<file path="config.mk">
export PLATFORM = sky130hd
export DESIGN_NAME = uart_tx_arbiter_flat
export DESIGN_NICKNAME = d
export VERILOG_FILES = /design/src/rtl/uart_pkg.sv /design/src/rtl/uart_tx_arbiter_if.sv /design/src/rtl/uart_arb_wdt.sv /design/src/rtl/uart_tx_arbiter.sv /design/src/flat_wrapper.sv
export SDC_FILE = /design/constraint.sdc
export NUM_CORES = 1
export LEC_CHECK = 0
export CAP_MARGIN = 20
export CORE_UTILIZATION = 51
export CTS_CLUSTER_SIZE = 28
export DETAILED_ROUTE_END_ITERATION = 10
export PLACE_DENSITY = 0.84
export SYNTH_ARGS = -nofsm -noshare
export SYNTH_HDL_FRONTEND = slang
export SYNTH_SLANG_ARGS = --single-unit
</file>
<file path="constraint.sdc">
create_clock -name clk -period 3.8 [get_ports clk]
set_input_delay 0.76 -clock clk [delete_from_list [all_inputs] [get_ports clk]]
set_output_delay 0.76 -clock clk [all_outputs]
set_load 0.005 [all_outputs]
</file>
<file path="src/rtl/uart_pkg.sv">
// Shared UART types and defaults used by the transmit arbiter and its watchdog.
package uart_pkg;

    localparam int UART_DATA_W     = 8;
    localparam int UART_WDT_CYCLES = 1024;

    typedef enum logic [2:0] {
        IDLE,
        POP,
        LOAD,
        WAIT_BUSY,
        WAIT_DONE
    } arb_state_t;

endpackage

</file>
<file path="src/rtl/uart_tx_arbiter_if.sv">
// Handshake bundle between the two byte FIFOs, the UART sender and the transmit arbiter.
interface uart_tx_arbiter_if #(
    parameter int DATA_W = uart_pkg::UART_DATA_W
);
    logic              empty0;
    logic              empty1;
    logic [DATA_W-1:0] data0;
    logic [DATA_W-1:0] data1;
    logic              rd_en0;
    logic              rd_en1;
    logic              txBusy;
    logic              txDone;
    logic [DATA_W-1:0] tx_data;
    logic              tx_start;
    logic [1:0]        grant;
    logic              arb_busy;
    logic              wdt_err;
    logic              err_clr;

    // Arbiter side
    modport master (
        input  empty0, empty1, data0, data1, txBusy, txDone, err_clr,
        output rd_en0, rd_en1, tx_data, tx_start, grant, arb_busy, wdt_err
    );

    // FIFOs / sender / host side
    modport slave (
        output empty0, empty1, data0, data1, txBusy, txDone, err_clr,
        input  rd_en0, rd_en1, tx_data, tx_start, grant, arb_busy, wdt_err
    );
endinterface

</file>
<file path="src/rtl/uart_arb_wdt.sv">
// Saturating watchdog counter: cleared on load, counts while enabled, flags the last allowed cycle.
module uart_arb_wdt
    import uart_pkg::*;
#(
    parameter int WDT_CYCLES = UART_WDT_CYCLES
) (
    input  logic clk,
    input  logic rst_n,
    input  logic i_clr,
    input  logic i_en,
    output logic o_expire
);
    localparam int            CW    = (WDT_CYCLES > 1) ? $clog2(WDT_CYCLES) : 1;
    localparam logic [CW-1:0] LIMIT = CW'(WDT_CYCLES - 1);

    logic [CW-1:0] r_cnt;

    always_ff @(posedge clk or negedge rst_n) begin
        if (!rst_n) begin
            r_cnt <= '0;
        end else if (i_clr) begin
            r_cnt <= '0;
        end else if (i_en && (r_cnt != LIMIT)) begin
            r_cnt <= r_cnt + 1'b1;
        end
    end

    assign o_expire = (r_cnt == LIMIT);

endmodule

</file>
<file path="src/rtl/uart_tx_arbiter.sv">
// Shares one UART sender between the button FIFO (req 0) and the echo FIFO (req 1).
// Define UART_TX_ARBITER_FIXED_PRIO_EN to make requester 0 win every contention.
module uart_tx_arbiter
    import uart_pkg::*;
#(
    parameter int DATA_W     = UART_DATA_W,
    parameter int WDT_CYCLES = UART_WDT_CYCLES
) (
    input logic               clk,
    input logic               rst_n,
    uart_tx_arbiter_if.master bus
);
    arb_state_t        r_state;
    logic              r_rd_en0;
    logic              r_rd_en1;
    logic              r_tx_start;
    logic [DATA_W-1:0] r_tx_data;
    logic [1:0]        r_grant;
    logic              r_arb_busy;
    logic              r_wdt_err;
    logic              r_last;

    logic [1:0]        w_req;
    logic              w_win;
    logic [DATA_W-1:0] w_data_g;
    logic              w_wdt_expire;

    assign w_req = {~bus.empty1, ~bus.empty0};

`ifdef UART_TX_ARBITER_FIXED_PRIO_EN
    assign w_win = ~w_req[0];
`else
    assign w_win = (w_req == 2'b11) ? ~r_last : w_req[1];
`endif

    assign w_data_g = r_grant[1] ? bus.data1 : bus.data0;

    uart_arb_wdt #(
        .WDT_CYCLES (WDT_CYCLES)
    ) u_wdt (
        .clk      (clk),
        .rst_n    (rst_n),
        .i_clr    (r_state == LOAD),
        .i_en     (r_state == WAIT_BUSY),
        .o_expire (w_wdt_expire)
    );

    always_ff @(posedge clk or negedge rst_n) begin
        if (!rst_n) begin
            r_state    <= IDLE;
            r_rd_en0   <= 1'b0;
            r_rd_en1   <= 1'b0;
            r_tx_start <= 1'b0;
            r_tx_data  <= '0;
            r_grant    <= '0;
            r_arb_busy <= 1'b0;
            r_wdt_err  <= 1'b0;
            r_last     <= 1'b1;
        end else begin
            r_rd_en0   <= 1'b0;
            r_rd_en1   <= 1'b0;
            r_tx_start <= 1'b0;
            // A watchdog set later in this block overrides the clear.
            if (bus.err_clr) begin
                r_wdt_err <= 1'b0;
            end
            case (r_state)
                IDLE: begin
                    if (w_req != 2'b00) begin
                        r_grant    <= {w_win, ~w_win};
                        r_rd_en0   <= ~w_win;
                        r_rd_en1   <= w_win;
                        r_arb_busy <= 1'b1;
                        r_state    <= POP;
                    end
                end
                POP: begin
                    r_tx_start <= 1'b1;
                    r_state    <= LOAD;
                end
                LOAD: begin
                    r_tx_data <= w_data_g;
                    r_state   <= WAIT_BUSY;
                end
                WAIT_BUSY: begin
                    if (bus.txBusy) begin
                        r_state <= WAIT_DONE;
                    end else if (w_wdt_expire) begin
                        r_wdt_err  <= 1'b1;
                        r_last     <= r_grant[1];
                        r_grant    <= '0;
                        r_arb_busy <= 1'b0;
                        r_state    <= IDLE;
                    end
                end
                WAIT_DONE: begin
                    if (bus.txDone) begin
                        r_last     <= r_grant[1];
                        r_grant    <= '0;
                        r_arb_busy <= 1'b0;
                        r_state    <= IDLE;
                    end
                end
                default: r_state <= IDLE;
            endcase
        end
    end

    // FIFO data only arrives during LOAD, so the sender sees it straight through then.
    assign bus.tx_data  = (r_state == LOAD) ? w_data_g : r_tx_data;
    assign bus.rd_en0   = r_rd_en0;
    assign bus.rd_en1   = r_rd_en1;
    assign bus.tx_start = r_tx_start;
    assign bus.grant    = r_grant;
    assign bus.arb_busy = r_arb_busy;
    assign bus.wdt_err  = r_wdt_err;

endmodule

</file>
<file path="src/flat_wrapper.sv">
// flat-port wrapper written by rule: the top's interface ports become plain ports
module uart_tx_arbiter_flat import uart_pkg::*;
#(
    parameter int DATA_W     = UART_DATA_W,
    parameter int WDT_CYCLES = UART_WDT_CYCLES
)
  (clk, rst_n, bus_empty0, bus_empty1, bus_data0, bus_data1, bus_txBusy, bus_txDone, bus_err_clr, bus_rd_en0, bus_rd_en1, bus_tx_data, bus_tx_start, bus_grant, bus_arb_busy, bus_wdt_err);
  uart_tx_arbiter_if #(.DATA_W(DATA_W)) bus_i ();
  input logic clk;
  input logic rst_n;
  input wire logic [$bits(bus_i.empty0)-1:0] bus_empty0;
  input wire logic [$bits(bus_i.empty1)-1:0] bus_empty1;
  input wire logic [$bits(bus_i.data0)-1:0] bus_data0;
  input wire logic [$bits(bus_i.data1)-1:0] bus_data1;
  input wire logic [$bits(bus_i.txBusy)-1:0] bus_txBusy;
  input wire logic [$bits(bus_i.txDone)-1:0] bus_txDone;
  input wire logic [$bits(bus_i.err_clr)-1:0] bus_err_clr;
  output wire logic [$bits(bus_i.rd_en0)-1:0] bus_rd_en0;
  output wire logic [$bits(bus_i.rd_en1)-1:0] bus_rd_en1;
  output wire logic [$bits(bus_i.tx_data)-1:0] bus_tx_data;
  output wire logic [$bits(bus_i.tx_start)-1:0] bus_tx_start;
  output wire logic [$bits(bus_i.grant)-1:0] bus_grant;
  output wire logic [$bits(bus_i.arb_busy)-1:0] bus_arb_busy;
  output wire logic [$bits(bus_i.wdt_err)-1:0] bus_wdt_err;
  assign bus_i.empty0 = bus_empty0;
  assign bus_i.empty1 = bus_empty1;
  assign bus_i.data0 = bus_data0;
  assign bus_i.data1 = bus_data1;
  assign bus_i.txBusy = bus_txBusy;
  assign bus_i.txDone = bus_txDone;
  assign bus_i.err_clr = bus_err_clr;
  assign bus_rd_en0 = bus_i.rd_en0;
  assign bus_rd_en1 = bus_i.rd_en1;
  assign bus_tx_data = bus_i.tx_data;
  assign bus_tx_start = bus_i.tx_start;
  assign bus_grant = bus_i.grant;
  assign bus_arb_busy = bus_i.arb_busy;
  assign bus_wdt_err = bus_i.wdt_err;
  uart_tx_arbiter #(.DATA_W(DATA_W), .WDT_CYCLES(WDT_CYCLES)) u_core (.clk(clk), .rst_n(rst_n), .bus(bus_i));
endmodule
</file>
==> results of run 1 <==
[flip-flops by register name, indices dropped and copies added (netlist names)]
register             cells
u_core.bus.arb_busy      1
u_core.bus.grant         2
u_core.bus.rd_en0        1
u_core.bus.rd_en1        1
u_core.bus.tx_start      1
u_core.bus.wdt_err       1
u_core.r_last            1
u_core.r_state           3
u_core.r_tx_data         8
u_core.u_wdt.r_cnt      10
[power by group through the flow]
stage / registers, mW / logic (mW) / clock network, mW
detailed placement: 0.493 / 0.560 / 0
finish: 0.486 / 0.550 / 0.189
CTS: 0.488 / 0.560 / 0.196
floorplan: 0.464 / 0.345 / 0
global route: 0.500 / 0.616 / 0.209
global placement: 0.487 / 0.538 / 0
[per-stage QoR]
step	power [mW]	cells	worst slack, ns	utilization
global placement	1.03	190	1.00	0.702
finish	1.23	197	0.708	0.724
detailed placement	1.05	190	0.943	0.702
floorplan	0.808	127	1.70	-
CTS	1.24	197	0.671	0.724
global route	1.32	197	0.551	0.724
[metal layers]
layer  track usage  part of all wire  vias up
met5             0                 0        -
met2         0.358              0.48       45
li1              -                 -      540
met4         0.115             0.022        0
met3        0.0960             0.080        6
met1         0.224              0.42      511
[path summary, 6_finish.rpt]
check / to / start / slack (ns) / cells after the start
max in group asynchronous: u_core.r_last / rst_n / 2.69 / 2
min in group asynchronous: u_core.r_tx_data[7] / rst_n / 0.80 / 2
setup / recovery: bus_tx_data[1] / u_core.r_state[2] / 0.71 / 3
setup reg to reg: u_core.r_last / u_core.u_wdt.r_cnt[0] / 1.91 / 5
hold reg to reg: u_core.bus.arb_busy / u_core.bus.arb_busy / 0.48 / 1
hold / removal: u_core.bus.arb_busy / u_core.bus.arb_busy / 0.48 / 1
[worst max-delay path, stage by stage (launching register included)]
cell             delay [ns]
dfrtp_1                0.45
or3b_2                 0.69
o21ai_0                0.31
clkdlybuf4s50_1        0.55
[layout make-up]
type,instances,area [um2],area share
inverters,3,11.3,0.00616
well taps,30,37.5,0.0205
flip-flops and latches,29,727,0.398
repair buffers,38,378,0.207
multi-input cells,90,618,0.338
clock buffers,7,55.1,0.0301
[layout by cell type, fill, tap and decap left out, types with 2 or more instances in the layout]
| master | count |
|---|---|
| o31ai_1 | 5 |
| o21ai_0 | 11 |
| o211ai_1 | 5 |
| a21oi_1 | 3 |
| nor3b_1 | 2 |
| mux2i_1 | 9 |
| clkbuf_4 | 5 |
| or3_1 | 3 |
| inv_1 | 3 |
| a21o_1 | 4 |
| clkdlybuf4s50_1 | 37 |
| xor2_1 | 2 |
| nand2b_1 | 2 |
| nand3_1 | 4 |
| nor2b_1 | 2 |
| nor2_1 | 7 |
| nand2_1 | 13 |
| nor3_1 | 2 |
| dfrtp_1 | 28 |
[cell families (layout without fill, tap and decap cells)]
kind of cell,Yosys count,count (layout)
AO/OA/AOI/OAI,34,34
XOR/XNOR,2,2
adder cells (fa/ha/maj),1,1
buffers and inverters,8,48
flip-flops,29,29
multiplexers,10,10
AND/OR/NAND/NOR,43,43
==> flow_summary.json, run 1 <==
{
  "synth_compound_area_frac": 0.183,
  "start_kind": "register",
  "wl_um": 2740,
  "fin_hold_ws_ns": 0.484,
  "port_buffers": 37,
  "initial_utilization": 0.551,
  "required_ns": 3.04,
  "nFillCells": 192,
  "drive_gt1_frac": 0.0778,
  "gr-total-overflow": 0,
  "die_area_mm2": 0.00294,
  "cp-end-kind": "output pin",
  "powerDensity_mw_per_mm2": 671,
  "grt_pass1_wl_um": 4250,
  "drtIter0Drc": 18,
  "root_buffer": "clkbuf_4",
  "hp-class": "reg2reg",
  "yosysMostFrequentCell": "dfrtp_1",
  "hold_buffers": 0,
  "cts-buffers-inserted": 5,
  "combinationalPowerShare": 0.449,
  "worstPathArrival_ns": 2.33,
  "setup_tns_ns": 0,
  "maxSlewViolCount": 0,
  "tightest_slew_ns": 0.701,
  "vias_per_cell": 5.59,
  "yosys-top-cells-area": "dfrtp_1, mux2i_1, o21ai_0",
  "p_seq_frac": 0.397,
  "htree_levels": 2,
  "ant_nets": 0,
  "clk_path_buf_depth": 2,
  "worst-path-max-fanout": 22,
  "final_cell_area_mm2": 0.00183,
  "switchingPower_mw": 0.420,
  "p_clk_frac": 0.154,
  "netlist_top_cells_count": "dfrtp_1, nand2_1, o21ai_0",
  "rsz0062_at_grt": "no",
  "synth_top_area_share": 0.504,
  "synth-xor-area-share": 0.0126,
  "synth_fa_ha_area_frac": 0.00900,
  "min_period_ns": 3.09,
  "synthCells": 127,
  "status": "finished, final reports clean",
  "syn_avg_cell_area_um2": 10.9,
  "syn-num-nets": 151,
  "finClkSkew_ns": 0.00328,
  "post-dp-hpwl_um": 2010,
  "placed_area_mm2": 0.00177,
  "final.period_utilization": 0.814,
  "die_h_um": 54.2,
  "slew-limit-headroom": 0.532,
  "ys_async_sr_fraction": 1.00,
  "cts.sinks": 29,
  "synth_top_family_by_area": "compound AO/OA/AOI/OAI gates",
  "synth_top_flop_cell": "dfrtp_1",
  "die_w_um": 54.2,
  "wl_per_cell_um": 13.9,
  "synth_area_mm2": 0.00139,
  "grt_max_degree": 30,
  "grt_pass1_vias": 1041,
  "yosysWarnings": 0,
  "path_class": "reg2out",
  "clk_pin_slew_ns": 0.09,
  "yosys.area.top_type": "dfrtp_1",
  "drc_errors": 0,
  "design.core.area_mm2": 0.00252,
  "muxShareOfSynthArea": 0.0729,
  "finalHoldViolations": 0,
  "clock_latency_ns": 0.32,
  "synth_edf_count": 0,
  "drt_first_pass_iters": 4,
  "antenna_found_initial": 0,
  "vias": 1102,
  "area_delta_synth_final_pct": 31.4,
  "gp_congestion": 0.743,
  "grt_usage": 0.215,
  "synth-seq-cells": 29,
  "internal_power_mw": 0.805,
  "post-cts-setup-buffers": 0,
  "p_leak_nw": 0.831,
  "fmax_mhz": 323,
  "setup_violations": 0,
  "ir_drop_mv": 0.492,
  "post_cts_resized": 0,
  "maxCapViolCount": 0,
  "pin_count": 38,
  "synth.distinct_cells": 36,
  "synthSimpleGateAreaFrac": 0.167,
  "ys_seq_area_frac": 0.523,
  "num_antenna_cells": 0,
  "num_rows": 18,
  "final_nets": 191,
  "switching_share": 0.343,
  "cts_tree": "yes"
}
Note: power is estimated with default switching activity, not from simulation.
==> inputs of run 2 (changes only) <==
--- a/config.mk
+++ b/config.mk
@@ -6,10 +6,10 @@
 export NUM_CORES = 1
 export LEC_CHECK = 0
 export CAP_MARGIN = 20
-export CORE_UTILIZATION = 51
+export CORE_UTILIZATION = 47
 export CTS_CLUSTER_SIZE = 28
 export DETAILED_ROUTE_END_ITERATION = 10
-export PLACE_DENSITY = 0.84
+export PLACE_DENSITY = 0.78
 export SYNTH_ARGS = -nofsm -noshare
 export SYNTH_HDL_FRONTEND = slang
 export SYNTH_SLANG_ARGS = --single-unit
==> constraint.sdc (replaced) <==
create_clock -name clk -period 2.87 [get_ports clk]
set_input_delay 0.574 -clock clk [delete_from_list [all_inputs] [get_ports clk]]
set_output_delay 0.574 -clock clk [all_outputs]
set_load 0.005 [all_outputs]
==> flow_summary.json, run 2 (synthesized netlist as in run 1, its figures left out) <==
{
  "layout_commonest_cell": "clkdlybuf4s50_1",
  "utilization": 0.656,
  "die_w_um": 56.4,
  "setup_violations": 0,
  "combinationalPowerShare": 0.456,
  "cts-buffers-inserted": 5,
  "final_nets": 191,
  "seqCellArea_um2": 727,
  "port_buffers": 37,
  "slew-limit-headroom": 0.573,
  "initial_utilization": 0.500,
  "fmax_mhz": 369,
  "drt_first_pass_iters": 4,
  "switching_share": 0.351,
  "required_ns": 2.30,
  "tightest_slew_ns": 0.639,
  "p_seq_frac": 0.399,
  "gr-total-overflow": 0,
  "die_h_um": 56.4,
  "final_cell_area_mm2": 0.00182,
  "ant_nets": 0,
  "wl_um": 2930,
  "root_buffer": "clkbuf_4",
  "grt_max_degree": 30,
  "cp-end-kind": "output pin",
  "reg.largest.list": "u_core.u_wdt.r_cnt x10, u_core.r_tx_data x8, u_core.r_state x3",
  "antenna_found_initial": 0,
  "clk_path_buf_depth": 2,
  "placed_area_mm2": 0.00177,
  "min_period_ns": 2.71,
  "rsz0062_at_grt": "no",
  "finalHoldViolations": 0,
  "grtUsageMet1": 0.259,
  "cts.sinks": 29,
  "hp-class": "reg2reg",
  "gr-max-usage-layer": "met2",
  "status": "finished, final reports clean",
  "grt_pass1_vias": 1050,
  "wl_per_cell_um": 14.7,
  "finClkSkew_ns": 0.0102,
  "drtIter0Drc": 25,
  "die_area_mm2": 0.00318,
  "clk_pin_slew_ns": 0.09,
  "internal_power_mw": 1.06,
  "maxCapViolCount": 0,
  "multi_input_area_um2": 621,
  "start_kind": "register",
  "grt_use_met2": 0.323,
  "largest_reg_flops": 10,
  "gp_congestion": 0.786,
  "pin_count": 38,
  "fin_hold_ws_ns": 0.488,
  "dp_cells": 191,
  "final.period_utilization": 0.944,
  "post-dp-hpwl_um": 2110,
  "area_delta_synth_final_pct": 31.2,
  "cts_tree": "yes",
  "setup_tns_ns": 0,
  "vias_per_cell": 5.67,
  "maxSlewViolCount": 0,
  "nFillCells": 238,
  "use_met3": 0.0553,
  "worst-path-max-fanout": 22,
  "switchingPower_mw": 0.571,
  "num_antenna_cells": 0,
  "worstPathArrival_ns": 2.14,
  "clock_latency_ns": 0.32,
  "powerDensity_mw_per_mm2": 892,
  "design.core.area_mm2": 0.00278,
  "ir_drop_mv": 0.774,
  "final_cell_mix": "clkdlybuf4s50_1, dfrtp_1, nand2_1",
  "p_clk_frac": 0.145,
  "grt_usage": 0.203,
  "drc_errors": 0,
  "drive_gt1_frac": 0.0714,
  "vias": 1129,
  "num_rows": 19,
  "htree_levels": 2,
  "grt_pass1_wl_um": 4860,
  "path_class": "reg2out",
  "regMostFlops": "u_core.u_wdt.r_cnt",
  "p_leak_nw": 0.827,
  "post-cts-setup-buffers": 0,
  "final_cells": 199
}
==> run 2: critical path, stage by stage, from the launching register on <==
cell,delay (ns)
dfrtp_1,0.45
or3b_4,0.54
o21ai_0,0.28
clkdlybuf4s50_1,0.55
==> run 2: metrics by stage <==
step / worst slack [ns] / total power, mW
after detailed placement: 0.303 / 1.40
after floorplan: 0.957 / 1.07
after global routing: 0.0467 / 1.75
after CTS: 0.134 / 1.64
after global placement: 0.393 / 1.36
final: 0.160 / 1.63
==> run 2: timing repair <==
action,in CTS,in global routing
hold buffers,0,0
resized for setup,1,1
setup endpoints to repair,6,1
cloned,0,0
==> run 2: final timing paths <==
check	from	endpoint	slack [ns]	cells past startpoint
min in group asynchronous	rst_n	u_core.r_tx_data[2]	0.62	2
max in group asynchronous	rst_n	u_core.r_last	1.92	2
hold / removal	u_core.bus.arb_busy	u_core.bus.arb_busy	0.49	1
hold reg to reg	u_core.bus.arb_busy	u_core.bus.arb_busy	0.49	1
setup / recovery	u_core.r_state[2]	bus_tx_data[6]	0.16	3
setup reg to reg	u_core.u_wdt.r_cnt[0]	u_core.r_last	0.97	5
==> run 2: layout make-up <==
cell class                 instances  share of cell area
clock buffer                       8              0.0267
multi-input combinational         90               0.340
inverter                           3             0.00617
sequential                        29               0.398
timing repair buffer              38               0.207
tap                               31              0.0213
==> run 2: power groups by stage <==
stage	Clock, mW	Combinational, mW	Sequential [mW]
after floorplan	0	0.457	0.614
after global placement	0	0.710	0.647
after detailed placement	0	0.744	0.657
after CTS	0.239	0.752	0.649
after global routing	0.261	0.817	0.668
final	0.235	0.742	0.649
==> run 2: per-layer routing <==
metal | vias to the layer above | share of wire | wire length (um)
li1 | 542 | - | -
met4 | 0 | 0.018 | 53
met3 | 7 | 0.055 | 161
met1 | 545 | 0.46 | 1360
met5 | - | 0 | 0
met2 | 35 | 0.46 | 1360
==> inputs of run 3 (changes only) <==
--- a/config.mk
+++ b/config.mk
@@ -9,7 +9,8 @@
 export CORE_UTILIZATION = 47
 export CTS_CLUSTER_SIZE = 28
 export DETAILED_ROUTE_END_ITERATION = 10
-export PLACE_DENSITY = 0.78
+export PLACE_DENSITY = 0.75
+export SLEW_MARGIN = 40
 export SYNTH_ARGS = -nofsm -noshare
 export SYNTH_HDL_FRONTEND = slang
 export SYNTH_SLANG_ARGS = --single-unit
==> flow_summary.json, run 3 (synthesized netlist as in run 1, its figures left out) <==
{
  "vias_per_cell": 5.63,
  "die_area_mm2": 0.00318,
  "design.core.area_mm2": 0.00278,
  "cts_tree": "yes",
  "status": "finished, final reports clean",
  "fin_hold_ws_ns": 0.492,
  "cp-end-kind": "output pin",
  "drtIter0Drc": 37,
  "antenna_found_initial": 0,
  "internal_power_mw": 1.17,
  "grt_max_degree": 30,
  "p_seq_frac": 0.372,
  "power.total_mw": 1.73,
  "max_stage_delay_ns": 0.55,
  "finClkSkew_ns": 0.0132,
  "maxCapViolCount": 0,
  "path_class": "reg2out",
  "die_w_um": 56.4,
  "clk_pin_slew_ns": 0.10,
  "powerDensity_mw_per_mm2": 931,
  "largest_reg_flops": 10,
  "htree_levels": 2,
  "clk_path_buf_depth": 2,
  "fmax_mhz": 366,
  "wl_um": 2900,
  "setup_violations": 0,
  "final_cell_mix": "clkdlybuf4s50_1, dfrtp_1, nand2_1",
  "nFillCells": 241,
  "maxSlewViolCount": 0,
  "grt_pass1_wl_um": 4930,
  "path_buf_inv": 1,
  "p_clk_frac": 0.202,
  "combinationalPowerShare": 0.425,
  "post-dp-hpwl_um": 2070,
  "p_leak_nw": 0.846,
  "worst-path-max-fanout": 22,
  "rsz0062_at_grt": "no",
  "setup_tns_ns": 0,
  "root_buffer": "clkbuf_4",
  "layout_commonest_cell": "clkdlybuf4s50_1",
  "switchingPower_mw": 0.567,
  "min_period_ns": 2.73,
  "drc_errors": 0,
  "slew-limit-headroom": 0.603,
  "vias": 1120,
  "ir_drop_mv": 0.697,
  "final_nets": 191,
  "drt_first_pass_iters": 4,
  "final.period_utilization": 0.952,
  "initial_utilization": 0.500,
  "finalHoldViolations": 0,
  "wl_per_cell_um": 14.6,
  "switching_share": 0.327,
  "cp_top_family": "buffers and inverters",
  "gr-total-overflow": 0,
  "start_kind": "register",
  "ant_nets": 0,
  "cp_cell_sequence": "or3b_4 > o21ai_0 > clkdlybuf4s50_1",
  "die_h_um": 56.4,
  "port_buffers": 37,
  "cts.sinks": 29,
  "worstPathArrival_ns": 2.16,
  "grt_usage": 0.207,
  "drive_gt1_frac": 0.0833,
  "tightest_slew_ns": 0.595,
  "num_antenna_cells": 0,
  "critPathSlowestCell": "clkdlybuf4s50_1",
  "pin_count": 38,
  "clock_latency_ns": 0.34,
  "required_ns": 2.30,
  "reg.largest.list": "u_core.u_wdt.r_cnt x10, u_core.r_tx_data x8, u_core.r_state x3",
  "hp-class": "reg2reg",
  "num_rows": 19,
  "grt_pass1_vias": 1116,
  "gp_congestion": 0.799,
  "area_delta_synth_final_pct": 33.8,
  "post-cts-setup-buffers": 0,
  "cts-buffers-inserted": 5,
  "regMostFlops": "u_core.u_wdt.r_cnt"
}
run 3: cell types whose count changed in the layout (fill, tap and decap cells not counted), sizes merged:
cell,before,now
clkbuf,8,7
bufinv,0,1
run 3: area by class of cell:
class / count / area, um2 / area share
multi-input combinational: 90 / 621 / 0.334
inverter: 3 / 11.3 / 0.00605
tap: 31 / 38.8 / 0.0208
timing repair buffer: 38 / 378 / 0.203
clock buffer: 7 / 55.1 / 0.0296
clock inverter: 1 / 30.0 / 0.0161
sequential: 29 / 727 / 0.391
run 3: through the flow:
stage	worst slack (ns)	util	std cells	area (um2)
finish	0.137	0.669	199	1860
global route	0.0112	0.669	199	1860
CTS	0.125	0.669	199	1860
detailed placement	0.321	0.637	191	1770
global placement	0.388	0.637	191	1770
floorplan	0.957	-	127	1390
run 3: worst reg2reg max path, cell delays in order (launching register included):
cell	delay, ns
dfrtp_1	0.39
ha_1	0.23
nand2_1	0.14
o31ai_4	0.55
nand4b_1	0.17
mux2_1	0.34
run 3: power by group through the flow:
stage / Clock, mW / Sequential [mW] / Combinational [mW]
3_5_place_dp: 0 / 0.652 / 0.734
5_1_grt: 0.377 / 0.666 / 0.813
4_1_cts: 0.353 / 0.645 / 0.742
3_3_place_gp: 0 / 0.647 / 0.711
2_1_floorplan: 0 / 0.614 / 0.457
6_report: 0.351 / 0.645 / 0.737
run 3: repair_timing:
action	4_1_cts	5_1_grt
gates cloned	0	0
hold buffers	0	0
resized for setup	1	2
setup endpoints to repair	8	2
run 3: routing by layer:
layer	global-route usage	vias up	part of all wire
met5	0	-	0
met4	0.0941	0	0.018
met2	0.333	33	0.48
li1	-	542	-
met1	0.253	539	0.45
met3	0.0691	6	0.050
run 3: path summary, 6_finish.rpt:
kind	start	endpoint	slack [ns]	depth (start not counted)
min in group asynchronous	rst_n	u_core.r_tx_data[3]	0.62	2
hold / removal	u_core.bus.arb_busy	u_core.bus.arb_busy	0.49	1
setup reg to reg	u_core.u_wdt.r_cnt[0]	u_core.r_last	0.98	5
max in group asynchronous	rst_n	u_core.r_last	1.95	2
hold reg to reg	u_core.bus.arb_busy	u_core.bus.arb_busy	0.49	1
setup / recovery	u_core.r_state[2]	bus_tx_data[6]	0.14	3
